File: src/rtl/stis4_inv_r2_if.sv
// Streaming handshake bundle for the shared inverse S-box: one input channel, one output channel.
interface stis4_inv_r2_if;
  logic [7:0] in_share;
  logic       in_valid;
  logic       in_ready;
  logic [7:0] out_share;
  logic       out_valid;
  logic       out_ready;

  modport slave (
    input  in_share,
    input  in_valid,
    input  out_ready,
    output in_ready,
    output out_share,
    output out_valid
  );

  modport master (
    output in_share,
    output in_valid,
    output out_ready,
    input  in_ready,
    input  out_share,
    input  out_valid
  );
endinterface

File: src/rtl/stis4_inv_r2.sv
// Two-share, two-stage threshold implementation of the inverse PRESENT S-box.
// Optional build macro REMASK_EN adds the rnd port and refreshes the linear stage-1 shares.
module stis4_inv_r2 (
  input  logic           clk,
  input  logic           rst_n,
`ifdef REMASK_EN
  input  logic [3:0]     rnd,
`endif
  stis4_inv_r2_if.slave  bus
);

  // Shared AND of x_i and x_j: bit 0 is share A, bit 1 is share B; each term
  // pairs a share of bit i with one share of bit j, so x_i never appears unmasked.
  function automatic logic [1:0] shared_and(input logic a_i, input logic b_i,
                                            input logic a_j, input logic b_j);
    logic sh_a;
    logic sh_b;
    sh_a = (a_i & a_j) ^ (a_i & b_j);
    sh_b = (b_i & b_j) ^ (b_i & a_j);
    return {sh_b, sh_a};
  endfunction

  logic       en;
  logic [3:0] in_a;
  logic [3:0] in_b;

  logic [3:0] s1_la_d;
  logic [3:0] s1_lb_d;
  logic [5:0] s1_qa_d;
  logic [5:0] s1_qb_d;

  logic [3:0] s1_la;
  logic [3:0] s1_lb;
  logic [5:0] s1_qa;
  logic [5:0] s1_qb;
  logic       s1_valid;

  logic [1:0] c012;
  logic [1:0] c013;
  logic [1:0] c023;
  logic [3:0] ya;
  logic [3:0] yb;

  logic [7:0] out_share_q;
  logic       out_valid_q;

  assign in_a = bus.in_share[3:0];
  assign in_b = bus.in_share[7:4];

  assign en            = ~out_valid_q | bus.out_ready;
  assign bus.in_ready  = en;
  assign bus.out_share = out_share_q;
  assign bus.out_valid = out_valid_q;

`ifdef REMASK_EN
  assign s1_la_d = in_a ^ rnd;
  assign s1_lb_d = in_b ^ rnd;
`else
  assign s1_la_d = in_a;
  assign s1_lb_d = in_b;
`endif

  // Quadratic monomials, index order: 01, 02, 03, 12, 13, 23.
  always_comb begin
    s1_qa_d = '0;
    s1_qb_d = '0;
    {s1_qb_d[0], s1_qa_d[0]} = shared_and(in_a[0], in_b[0], in_a[1], in_b[1]);
    {s1_qb_d[1], s1_qa_d[1]} = shared_and(in_a[0], in_b[0], in_a[2], in_b[2]);
    {s1_qb_d[2], s1_qa_d[2]} = shared_and(in_a[0], in_b[0], in_a[3], in_b[3]);
    {s1_qb_d[3], s1_qa_d[3]} = shared_and(in_a[1], in_b[1], in_a[2], in_b[2]);
    {s1_qb_d[4], s1_qa_d[4]} = shared_and(in_a[1], in_b[1], in_a[3], in_b[3]);
    {s1_qb_d[5], s1_qa_d[5]} = shared_and(in_a[2], in_b[2], in_a[3], in_b[3]);
  end

  always_ff @(posedge clk) begin
    if (!rst_n) begin
      s1_la    <= '0;
      s1_lb    <= '0;
      s1_qa    <= '0;
      s1_qb    <= '0;
      s1_valid <= 1'b0;
    end else if (en) begin
      s1_la    <= s1_la_d;
      s1_lb    <= s1_lb_d;
      s1_qa    <= s1_qa_d;
      s1_qb    <= s1_qb_d;
      s1_valid <= bus.in_valid;
    end
  end

  // Cubic terms x0x1x2, x0x1x3, x0x2x3 built as (quadratic register) * (linear register).
  always_comb begin
    c012 = shared_and(s1_qa[0], s1_qb[0], s1_la[2], s1_lb[2]);
    c013 = shared_and(s1_qa[0], s1_qb[0], s1_la[3], s1_lb[3]);
    c023 = shared_and(s1_qa[5], s1_qb[5], s1_la[0], s1_lb[0]);
  end

  // Algebraic normal form of INV, evaluated share-wise; the constant 1s ride on share A.
  always_comb begin
    ya = '0;
    yb = '0;
    ya[0] = ~(s1_la[0] ^ s1_la[2] ^ s1_qa[4]);
    yb[0] =   s1_lb[0] ^ s1_lb[2] ^ s1_qb[4];
    ya[1] = s1_la[0] ^ s1_la[1] ^ s1_la[3] ^ s1_qa[1] ^ s1_qa[4] ^ s1_qa[5]
          ^ c012[0] ^ c013[0] ^ c023[0];
    yb[1] = s1_lb[0] ^ s1_lb[1] ^ s1_lb[3] ^ s1_qb[1] ^ s1_qb[4] ^ s1_qb[5]
          ^ c012[1] ^ c013[1] ^ c023[1];
    ya[2] = ~(s1_la[3] ^ s1_qa[0] ^ s1_qa[1] ^ s1_qa[2] ^ s1_qa[3] ^ s1_qa[4]
          ^ c012[0] ^ c013[0] ^ c023[0]);
    yb[2] =   s1_lb[3] ^ s1_qb[0] ^ s1_qb[1] ^ s1_qb[2] ^ s1_qb[3] ^ s1_qb[4]
          ^ c012[1] ^ c013[1] ^ c023[1];
    ya[3] = s1_la[0] ^ s1_la[1] ^ s1_la[2] ^ s1_la[3] ^ s1_qa[0]
          ^ c012[0] ^ c023[0];
    yb[3] = s1_lb[0] ^ s1_lb[1] ^ s1_lb[2] ^ s1_lb[3] ^ s1_qb[0]
          ^ c012[1] ^ c023[1];
  end

  always_ff @(posedge clk) begin
    if (!rst_n) begin
      out_share_q <= 8'h00;
      out_valid_q <= 1'b0;
    end else if (en) begin
      out_share_q <= {yb, ya};
      out_valid_q <= s1_valid;
    end
  end

endmodule

File: src/flat_wrapper.sv
// flat-port wrapper written by rule: the top's interface ports become plain ports
module stis4_inv_r2_flat 
  (clk, rst_n, bus_in_share, bus_in_valid, bus_out_ready, bus_in_ready, bus_out_share, bus_out_valid);
  stis4_inv_r2_if bus_i ();
  input  logic clk;
  input  logic rst_n;
  input wire logic [$bits(bus_i.in_share)-1:0] bus_in_share;
  input wire logic [$bits(bus_i.in_valid)-1:0] bus_in_valid;
  input wire logic [$bits(bus_i.out_ready)-1:0] bus_out_ready;
  output wire logic [$bits(bus_i.in_ready)-1:0] bus_in_ready;
  output wire logic [$bits(bus_i.out_share)-1:0] bus_out_share;
  output wire logic [$bits(bus_i.out_valid)-1:0] bus_out_valid;
  assign bus_i.in_share = bus_in_share;
  assign bus_i.in_valid = bus_in_valid;
  assign bus_i.out_ready = bus_out_ready;
  assign bus_in_ready = bus_i.in_ready;
  assign bus_out_share = bus_i.out_share;
  assign bus_out_valid = bus_i.out_valid;
  stis4_inv_r2 u_core (.clk(clk), .rst_n(rst_n), .bus(bus_i));
endmodule
File: config.mk
export PLATFORM = sky130hd
export DESIGN_NAME = stis4_inv_r2_flat
export DESIGN_NICKNAME = d
export VERILOG_FILES = /design/src/rtl/stis4_inv_r2_if.sv /design/src/rtl/stis4_inv_r2.sv /design/src/flat_wrapper.sv
export SDC_FILE = /design/constraint.sdc
export NUM_CORES = 1
export LEC_CHECK = 0
export ABC_AREA = 1
export BUFFER_PORTS_ARGS = -buffer_cell sky130_fd_sc_hd__buf_2
export CAP_MARGIN = 20
export CORE_MARGIN = 2
export CORE_UTILIZATION = 30
export CTS_CLUSTER_DIAMETER = 200
export DETAILED_ROUTE_END_ITERATION = 6
export PLACE_DENSITY = 0.58
export REMOVE_ABC_BUFFERS = 1
export SYNTH_ARGS = -nofsm -noshare
export SYNTH_HDL_FRONTEND = slang
export SYNTH_SLANG_ARGS = --single-unit
File: constraint.sdc
create_clock -name clk -period 1.9 [get_ports clk]
set_clock_uncertainty 0.05 [all_clocks]
set_input_delay 0.095 -clock clk [delete_from_list [all_inputs] [get_ports clk]]
set_output_delay 0.095 -clock clk [all_outputs]
set_load 0.03 [all_outputs]
==> out/qor.yml, run 1 <==
grt:
  gr-usage-met2_pct: 19.3
  grt_util_met1_pct: 18.2
  grt_antenna_before_repair: 0
  top_usage_layer: "met2"
  grt_usage_pct: 13.1
  wire_length_of_the_first_global_routing_pass_um: 6600
  globalRouteOverflowTotal: 0
  globalRouteMet3Util_pct: 3.74
  first_global_vias: 1459
  grt_max_degree: 30
setup_path:
  worst_r2r_startpoint: "u_core.s1_qb[0]"
  timing.critical_path.required_ps: 2040
  cpLargestDelayFamily: "flip-flops"
  worst_path_largest_cell_delay_ps: 450
  startpoint_type: "flip-flop"
  critical_path.cell_chain: "ha_1, xor2_1, xor2_1, nand2_1, nand3_1, nand3_1, nand2_1, inv_1"
  critical_path.endpoint_type: "flip-flop"
  rr_endpoint: "u_core.bus.out_share[6]"
  critical_path_class: "flip-flop to flip-flop"
  crit_path_top_delay_cell: "dfxtp_1"
  cp.buffers_inverters: 1
  crit_arrival_ps: 1760
  crit_fanout: 8
  worstRegToRegCells: 8
  regToRegSetupSlack_ps: 270
timing:
  hold-worst-slack_ps: 8.33
  finalSetupViolations: 0
  hold_viol_final: 0
  min_period_over_period_pct: 85.6
  timing.fmax_mhz: 615
  period_needed_ps: 1630
  timing.final.max_slew_violations: 0
  setup_total_neg_slack_ps: 0
  worst_slack_ps: 274
  setup_repair_after_global_routing_missed_its_margin: "false"
  worst_slew_pin_slew_ps: 534
  relSlewSlack_pct: 64.1
final_layout:
  layout-drive-gt1-share_pct: 13.7
  finish.utilization_pct: 35.1
  multi_input_comb_area_sq_um: 975
  area_taken_by_flip_flops_and_latches_sq_um: 601
  layout_commonest_cell: "nand2_1"
  areaGrowthSynthToFinish_pct: 13.8
  insertedDiodeCount: 0
  fin_nets: 313
  nFillCells: 661
  non_filler_instances: 375
  cell_area_after_layout_sq_mm: 0.00205
  final_cell_mix: "95 x nand2_1, 39 x inv_1, 31 x nand3_1, 30 x dfxtp_1, 22 x a21oi_1"
clock_tree:
  cts_repair_resize_count: 0
  cts_sinks: 30
  cts_made_buffers: 5
  clock_tree_from_tritoncts: "built"
  post_cts_hold_buffer_count: 0
  cts-htree-levels: 2
  clkTransAtPathRegs_ps: 70
  clockRootBuffer: "clkbuf_8"
  cts-root-to-sink-buffers: 2
  clock_latency_ps: 280
  cts_setup_buffers: 0
routing:
  wl_per_cell_um: 10.6
  detail_route.wirelength_um: 3970
  drcViolationCount: 0
  detailroute.via_count: 1637
  ant_nets: 0
  detail_route.vias_per_cell: 4.37
  pre_antenna_drt_iters: 4
  drt-initial-drc-count: 64
power_and_ir_drop:
  cellPowerDensity_mw_per_mm2: 819
  ir_drop_v: 0.000475
  power.static_leakage_nw: 1.02
  fin_total_pwr_mw: 1.68
floorplan:
  die_x_um: 81.5
  die_y_um: 81.5
  row_count: 28
  core_area_sq_mm: 0.00585
  die_area_sq_mm: 0.00665
  io-pin-count: 22
  floorplan.initialDensity_pct: 30.8
min_path:
  hold_path_class: "input pin to flip-flop"
  hold-path-cell-count: 3
  hold_end: "u_core.s1_valid"
  hold_path_startpoint: "bus_in_valid"
job:
  timing.max_cap.violations: 0
run_status:
  run_status: "complete, no violations"
placed_design:
  numPortBuffers: 21
  dpl_worst_slack_ps: 271
  half_perimeter_wire_length_after_detailed_placement_um: 2900
  detailed_place.area_sq_mm: 0.00196
  dp_cells: 367
  gp_routability_congestion: 0.780
synthesis:
  post_synth_num_cell_types: 23
  syn_area_per_cell_sq_um: 6.44
  synth-seq-cells: 30
  synth_cells: 280
  yosys-top-cells-area: "dfxtp_1 33%, nand2_1 20%, nand3_1 8.6%"
  yosys_warnings: 0
  yosys_top_cell_by_area: "dfxtp_1"
  netlist_area_sq_mm: 0.00180
  synth_seq_area_share_pct: 33.3
  area_share_of_the_largest_cell_type_after_synthesis_pct: 33.3
==> report_power, final <==
part / internal (mW) / leakage [nW] / switching (mW)
combinational: 0.145 / 0.729 / 0.254
clock: 0.291 / 0.0472 / 0.258
sequential: 0.685 / 0.248 / 0.0497
==> worst max-delay path by stage <==
| stage | from | to | slack (ps) | depth (start not counted) |
|---|---|---|---|---|
| after floorplan | u_core.bus.out_valid | u_core.bus.out_share[4] | -320 | 6 |
| after CTS | u_core.s1_qb[0] | u_core.bus.out_share[6] | 250 | 8 |
| final | u_core.s1_qb[0] | u_core.bus.out_share[6] | 270 | 8 |
| after global placement | u_core.s1_qb[0] | u_core.bus.out_share[6] | 350 | 8 |
| after detailed placement | u_core.s1_qb[0] | u_core.bus.out_share[6] | 270 | 8 |
| after global routing | u_core.s1_qa[0] | u_core.bus.out_share[1] | 60 | 14 |
==> worst reg2reg max path, delay by kind of cell (launching register included) <==
kind / cells / cell delay (ps)
xor+xnor: 2 / 410
fa+ha+maj: 1 / 280
buf+inv: 1 / 30
flops: 1 / 450
simple gates: 4 / 300
==> cells by family (layout without fill, tap and decap cells) <==
family / after synthesis / in the layout / synth area share [%]
fa+ha+maj: 2 / 2 / 1.39
xor+xnor: 20 / 20 / 10.8
simple gates: 137 / 137 / 31.6
flops: 30 / 30 / 33.3
compound gates: 36 / 36 / 10.3
buf+inv: 55 / 75 / 12.6
==> routing by layer <==
metal	routed length (um)	share of wire [%]
met1	2130	54
met2	1600	40
met5	0	0
met3	183	4.6
met4	48	1.2
==> synth_stat cells <==
library cell / instances
a21oi_1: 22
buf_2: 3
buf_4: 2
buf_6: 1
clkbuf_1: 5
clkinv_1: 1
clkinv_2: 2
dfxtp_1: 30
ha_1: 2
inv_1: 39
inv_2: 2
nand2_1: 95
nand2_2: 4
nand3_1: 31
nand3b_1: 1
nor2_1: 5
nor2_2: 1
o21ai_0: 12
o21bai_1: 1
o221ai_1: 1
xnor2_1: 6
xor2_1: 13
xor2_4: 1
==> area by class of cell <==
type	instances	area share, %
tap	75	4.57
multi-input combinational	195	47.5
sequential	30	29.3
inverter	44	8.17
clock inverter	2	0.610
timing repair buffer	23	5.85
clock buffer	6	4.02
==> registers in the layout, summed over array words and instances, names as in the netlist <==
register and count:
u_core.bus.out_share 8, u_core.bus.out_valid 1, u_core.s1_la 4, u_core.s1_lb 4, u_core.s1_qa 6, u_core.s1_qb 6
u_core.s1_valid 1
(Power assumes the default switching activity.)
==> inputs of run 2 (changes only) <==
--- a/config.mk
+++ b/config.mk
@@ -5,14 +5,14 @@
 export SDC_FILE = /design/constraint.sdc
 export NUM_CORES = 1
 export LEC_CHECK = 0
-export ABC_AREA = 1
 export BUFFER_PORTS_ARGS = -buffer_cell sky130_fd_sc_hd__buf_2
 export CAP_MARGIN = 20
 export CORE_MARGIN = 2
 export CORE_UTILIZATION = 30
 export CTS_CLUSTER_DIAMETER = 200
 export DETAILED_ROUTE_END_ITERATION = 6
-export PLACE_DENSITY = 0.58
+export PLACE_DENSITY = 0.53
+export RECOVER_POWER = 100
 export REMOVE_ABC_BUFFERS = 1
 export SYNTH_ARGS = -nofsm -noshare
 export SYNTH_HDL_FRONTEND = slang
==> out/qor.yml, run 2 <==
clock_tree:
  cts-root-to-sink-buffers: 2  # unchanged
  clock_latency_ps: 280  # about the same
  cts_setup_buffers: 0  # unchanged
  clkTransAtPathRegs_ps: 60  # about the same
  cts_sinks: 30  # unchanged
  cts-htree-levels: 2  # unchanged
  clockRootBuffer: "clkbuf_8"
  clock_tree_from_tritoncts: "built"
  cts_made_buffers: 5  # unchanged
synthesis:
  ys_top_cells_by_count: "30 x dfxtp_1, 30 x nand2_1, 21 x xnor2_1"
  synth_edf_count: 0  # unchanged
  post_synth_num_cell_types: 21  # -8.7%
  post_synth_mux_area_share_pct: 1.39  # +1.4 points
  area_share_of_the_largest_cell_type_after_synthesis_pct: 41.7  # +8.4 points
  complex_gate_fraction_of_the_synthesized_area_pct: 13.9  # +3.6 points
  yosys-top-cells-area: "dfxtp_1 42%, xnor2_1 13%, nand2_1 7.8%"
  combinational_family_with_the_most_area_after_synthesis: "XOR/XNOR gates"
  synth_cells: 166  # -41%
  yosys_warnings: 0  # unchanged
  netlist_area_sq_mm: 0.00144  # -20%
  synth_seq_area_share_pct: 41.7  # +8.4 points
  syn_area_per_cell_sq_um: 8.67  # +35%
  yosys.area_share.xor_xnor_pct: 23.0  # +12 points
  synth-seq-cells: 30  # unchanged
  synth-async-reset-ratio_pct: 0  # unchanged
  yosys_most_used_dff: "dfxtp_1"
  yosys_top_cell_by_area: "dfxtp_1"
  yosys.area_share.adder_pct: 1.74  # +0.35 points
  synthSimpleGateAreaFrac_pct: 14.9  # -17 points
min_path:
  hold_path_class: "input pin to flip-flop"
timing:
  finalSetupViolations: 0  # unchanged
  worst_slew_pin_slew_ps: 786  # +251 ps
  timing.fmax_mhz: 577  # -6.2%
  relSlewSlack_pct: 47.3  # -17 points
  hold_viol_final: 0  # unchanged
  setup_repair_after_global_routing_missed_its_margin: "false"
  timing.final.max_slew_violations: 0  # unchanged
  period_needed_ps: 1730  # +107 ps
  hold-worst-slack_ps: 28.3  # +19.9 ps
  worst_slack_ps: 168  # -107 ps
  min_period_over_period_pct: 91.2  # +5.6 points
routing:
  detail_route.vias_per_cell: 4.64  # +6.2%
  detail_route.wirelength_um: 3160  # -20%
  wl_per_cell_um: 12.7  # +20%
  drt-initial-drc-count: 56  # -13%
  detailroute.via_count: 1150  # -30%
  ant_nets: 0  # unchanged
  drcViolationCount: 0  # unchanged
  pre_antenna_drt_iters: 4  # unchanged
setup_path:
  crit_arrival_ps: 1850  # +90 ps
  crit_fanout: 6  # -2
  critical_path_class: "flip-flop to flip-flop"
  critical_path.endpoint_type: "flip-flop"
  startpoint_type: "flip-flop"
  timing.critical_path.required_ps: 2010  # -30 ps
floorplan:
  die_area_sq_mm: 0.00537  # -19%
  row_count: 25  # -11%
  io-pin-count: 22  # unchanged
  die_y_um: 73.3  # -10%
  floorplan.initialDensity_pct: 30.9  # +0.056 points
  die_x_um: 73.3  # -10%
  core_area_sq_mm: 0.00466  # -20%
grt:
  grt_usage_pct: 14.0  # +0.94 points
  grt_antenna_before_repair: 0  # unchanged
  wire_length_of_the_first_global_routing_pass_um: 5510  # -17%
  globalRouteOverflowTotal: 0  # unchanged
  first_global_vias: 1148  # -21%
  grt_max_degree: 28  # -6.7%
power_and_ir_drop:
  cellPowerDensity_mw_per_mm2: 963  # +18%
  ir_drop_v: 0.000421  # -11%
  power.static_leakage_nw: 0.713  # -30%
final_layout:
  final_cell_mix: "30 x nand2_1, 30 x dfxtp_1, 21 x xnor2_1, 19 x a21oi_1, 14 x nor2_1"
  fin_nets: 207  # -34%
  largest_reg_flops: 8  # unchanged
  insertedDiodeCount: 0  # unchanged
  cell_area_after_layout_sq_mm: 0.00171  # -17%
  areaGrowthSynthToFinish_pct: 18.6
  layout-drive-gt1-share_pct: 13.4  # -0.26 points
placed_design:
  dpl_worst_slack_ps: 64.6  # -207 ps
  gp_routability_congestion: 0.798  # +2.4%
  numPortBuffers: 21  # unchanged
  detailed_place.area_sq_mm: 0.00163  # -17%
  half_perimeter_wire_length_after_detailed_placement_um: 2190  # -24%
run_status:
  run_status: "complete, no violations"
job:
  timing.max_cap.violations: 0  # unchanged
## run 2: cell count changes in the layout (fill, tap and decap cells not counted), sizes merged, moves of 4 or more
cell    previous run  this run
nor2               6        14
inv               41         2
a22oi              0         6
xnor2              6        21
o21ai             12         5
a211oi             0         4
xor2              14         9
buf               23        16
clkbuf             6        19
nand3             31         6
nand2             99        30
## run 2: layout make-up
cell class | instances | area [sq um]
fillers | 488 | 2950
well taps | 54 | 67.6
clock inverters | 1 | 5.00
flip-flops and latches | 30 | 601
inverters | 3 | 11.3
clock buffers | 7 | 86.3
multi-input cells | 124 | 786
repair buffers | 29 | 150
## run 2: routing by layer
layer  share of wire, %  up-vias  track usage [%]
met5                  0        -                0
met4                2.7        0             8.02
met3                4.7        8             4.12
met2                 40       23             19.7
met1                 52      515             19.0
li1                   -      604                -
## run 2: timing repair
item / CTS / global route
endpoints found under the hold margin: 1 / 0
hold buffers: 1 / 0
resized for setup: 0 / 0
setup endpoints to repair: 0 / 1
## run 2: final timing paths
path / startpoint / end / slack (ps) / depth (start not counted)
hold / removal: bus_in_share[6] / u_core.s1_lb[2] / 30 / 3
setup / recovery: u_core.s1_qa[0] / u_core.bus.out_share[1] / 170 / 6
hold reg to reg: u_core.s1_valid / u_core.s1_valid / 410 / 2
setup reg to reg: u_core.s1_qa[0] / u_core.bus.out_share[1] / 170 / 6
## run 2: per-stage QoR
step	cells	total power [mW]	setup TNS (ps)	utilization, %
final	248	1.64	0	36.6
after global placement	239	1.15	0	34.9
after detailed placement	239	1.15	0	34.9
after floorplan	157	1.04	-21950	-
after global routing	248	1.74	0	36.6
after CTS	248	1.69	0	37.1
## run 2: power by group
part,switching (mW),total [mW],internal [mW]
clock network,0.239,0.531,0.292
logic,0.225,0.385,0.160
registers,0.0368,0.728,0.691
total,0.501,1.64,1.14
## run 2: critical path: stages, from the launching register on
cell,delay (ps)
dfxtp_1,350
ha_1,220
xnor2_1,160
xnor2_1,160
xnor3_1,400
xnor2_1,190
a21oi_1,80
## run 2: cells by family (layout without fill, tap and decap cells)
group                      Yosys count  count (layout)
and+or+nand+nor                     53              53
AOI/OAI and AO/OA                   34              34
xor gates and xnor gates            33              33
DFF                                 30              30
buffers and inverters               12              40
adders and majority gates            2               2
muxes                                2               2
==> inputs of run 3 (changes only) <==
--- a/config.mk
+++ b/config.mk
@@ -10,6 +10,7 @@
 export CORE_MARGIN = 2
 export CORE_UTILIZATION = 30
 export CTS_CLUSTER_DIAMETER = 200
+export CTS_CLUSTER_SIZE = 24
 export DETAILED_ROUTE_END_ITERATION = 6
 export PLACE_DENSITY = 0.53
 export RECOVER_POWER = 100
==> constraint.sdc (replaced) <==
create_clock -name clk -period 1.9 [get_ports clk]
set_clock_uncertainty 0.05 [all_clocks]
set_input_delay 0.475 -clock clk [delete_from_list [all_inputs] [get_ports clk]]
set_output_delay 0.475 -clock clk [all_outputs]
set_load 0.03 [all_outputs]
==> out/qor.yml, run 3 (synthesized netlist as in run 2, its figures left out) <==
timing:
  timing.final.max_slew_violations: 0  # unchanged
  worst_slew_pin_slew_ps: 487  # -298 ps
  relSlewSlack_pct: 67.5  # +20 points
  period_needed_ps: 1750  # +13.8 ps
  worst_slack_ps: 154  # -13.8 ps
  hold-worst-slack_ps: 382  # +354 ps
  hold_viol_final: 0  # unchanged
  setup_repair_after_global_routing_missed_its_margin: "false"
  setup_total_neg_slack_ps: 0  # unchanged
  min_period_over_period_pct: 91.9  # +0.73 points
  finalSetupViolations: 0  # unchanged
  timing.fmax_mhz: 573  # -0.79%
setup_path:
  crit_arrival_ps: 1220  # -630 ps
  critical_path.endpoint_type: "output pin"
  regToRegSetupSlack_ps: 180  # about the same
  worst_r2r_startpoint: "u_core.s1_qa[0]"
  timing.critical_path.required_ps: 1370  # -640 ps
  worstRegToRegCells: 6  # unchanged
  startpoint_type: "flip-flop"
  rr_endpoint: "u_core.bus.out_share[1]"
  critical_path_class: "flip-flop to output pin"
  crit_fanout: 5  # -1
grt:
  grt_max_degree: 28  # unchanged
  globalRouteOverflowTotal: 0  # unchanged
  grt_antenna_before_repair: 0  # unchanged
  wire_length_of_the_first_global_routing_pass_um: 5420  # -1.6%
  first_global_vias: 1126  # -1.9%
  grt_usage_pct: 13.9  # -0.16 points
final_layout:
  nFillCells: 525  # +7.6%
  areaGrowthSynthToFinish_pct: 19.7
  final_cell_mix: "30 x nand2_1, 30 x dfxtp_1, 21 x xnor2_1, 19 x a21oi_1, 14 x nor2_1"
  layout-drive-gt1-share_pct: 14.8  # +1.4 points
  largest_reg_flops: 8  # unchanged
  fin_nets: 209  # +0.97%
  non_filler_instances: 250  # +0.81%
  insertedDiodeCount: 0  # unchanged
placed_design:
  dp_cells: 242  # +1.3%
  dpl_worst_slack_ps: 99.1  # +34.5 ps
  half_perimeter_wire_length_after_detailed_placement_um: 2240  # +2.2%
  gp_routability_congestion: 0.751  # -5.9%
  numPortBuffers: 21  # unchanged
min_path:
  hold_path_startpoint: "bus_in_valid"
  hold_path_class: "input pin to flip-flop"
  hold-path-cell-count: 3  # unchanged
  hold_end: "u_core.s1_valid"
clock_tree:
  clkTransAtPathRegs_ps: 60  # about the same
  cts_sinks: 30  # unchanged
  cts-root-to-sink-buffers: 2  # unchanged
  cts-htree-levels: 2  # unchanged
  clock_tree_from_tritoncts: "built"
  cts_made_buffers: 5  # unchanged
  post_cts_hold_buffer_count: 0  # -1
  clockRootBuffer: "clkbuf_8"
  cts_setup_buffers: 0  # unchanged
  clock_latency_ps: 290  # about the same
  cts_repair_resize_count: 0  # unchanged
run_status:
  run_status: "complete, no violations"
floorplan:
  die_y_um: 73.3  # unchanged
  die_area_sq_mm: 0.00537  # unchanged
  floorplan.initialDensity_pct: 30.9  # unchanged
  core_area_sq_mm: 0.00466  # unchanged
  row_count: 25  # unchanged
  die_x_um: 73.3  # unchanged
  io-pin-count: 22  # unchanged
routing:
  detail_route.vias_per_cell: 4.63  # -0.20%
  detail_route.wirelength_um: 3170  # +0.35%
  drt-initial-drc-count: 46  # -18%
  pre_antenna_drt_iters: 4  # unchanged
  wl_per_cell_um: 12.7  # -0.45%
  ant_nets: 0  # unchanged
  drcViolationCount: 0  # unchanged
  detailroute.via_count: 1157  # +0.61%
power_and_ir_drop:
  cellPowerDensity_mw_per_mm2: 964  # about the same
  ir_drop_v: 0.000328  # -22%
  power.static_leakage_nw: 0.721  # +1.2%
job:
  timing.max_cap.violations: 0  # unchanged
==> run 3: changes by cell type in the layout (fill, tap and decap cells not counted), sizes merged <==
| cell | before | now |
|---|---|---|
| buf | 16 | 19 |
| dlygate4sd3 | 1 | 0 |
==> run 3: critical path, cell delays in order (launching register included) <==
cell and delay, ps:
dfxtp_1 300, nor2b_1 130, inv_1 160, clkbuf_1 350
==> run 3: layout make-up <==
| cell class | instances | area (sq um) | share of cell area (%) |
|---|---|---|---|
| clock buffers | 7 | 86.3 | 5.01 |
| clock inverters | 1 | 5.00 | 0.290 |
| inverters | 3 | 11.3 | 0.654 |
| multi-input cells | 124 | 791 | 45.9 |
| flip-flops and latches | 30 | 601 | 34.9 |
| well taps | 54 | 67.6 | 3.92 |
| repair buffers | 31 | 161 | 9.37 |
==> run 3: metal layers <==
metal / part of all wire [%] / global-route usage [%] / up-vias
met2: 40 / 19.6 / 25
met5: 0 / 0 / -
li1: - / - / 606
met1: 54 / 18.7 / 518
met3: 3.8 / 3.98 / 8
met4: 2.6 / 8.02 / 0
==> run 3: power by group <==
part	internal [mW]	leakage, nW	switching (mW)
Clock	0.292	0.0482	0.246
Sequential	0.691	0.248	0.0353
Combinational	0.166	0.425	0.231
Total	1.15	0.721	0.512
==> run 3: worst max path at each step <==
stage                               to                 start  slack, ps  cells after the start
3_5_place_dp   u_core.bus.out_share[6]       u_core.s1_qb[0]        100                      6
3_3_place_gp   u_core.bus.out_share[6]       u_core.s1_qb[0]        130                      6
5_1_grt        u_core.bus.out_share[1]       u_core.s1_qa[0]         20                      6
4_1_cts        u_core.bus.out_share[6]       u_core.s1_qb[0]         80                      6
6_report                  bus_in_ready  u_core.bus.out_valid        150                      3
2_1_floorplan          u_core.s1_qa[2]  u_core.bus.out_valid       -950                      5
==> run 3: stage by stage <==
step	instance area, sq um	utilization (%)	total power, mW
floorplan	1400	-	1.04
global placement	1650	35.4	1.15
detailed placement	1650	35.4	1.15
CTS	1740	37.4	1.70
global route	1720	37.0	1.76
finish	1720	37.0	1.66
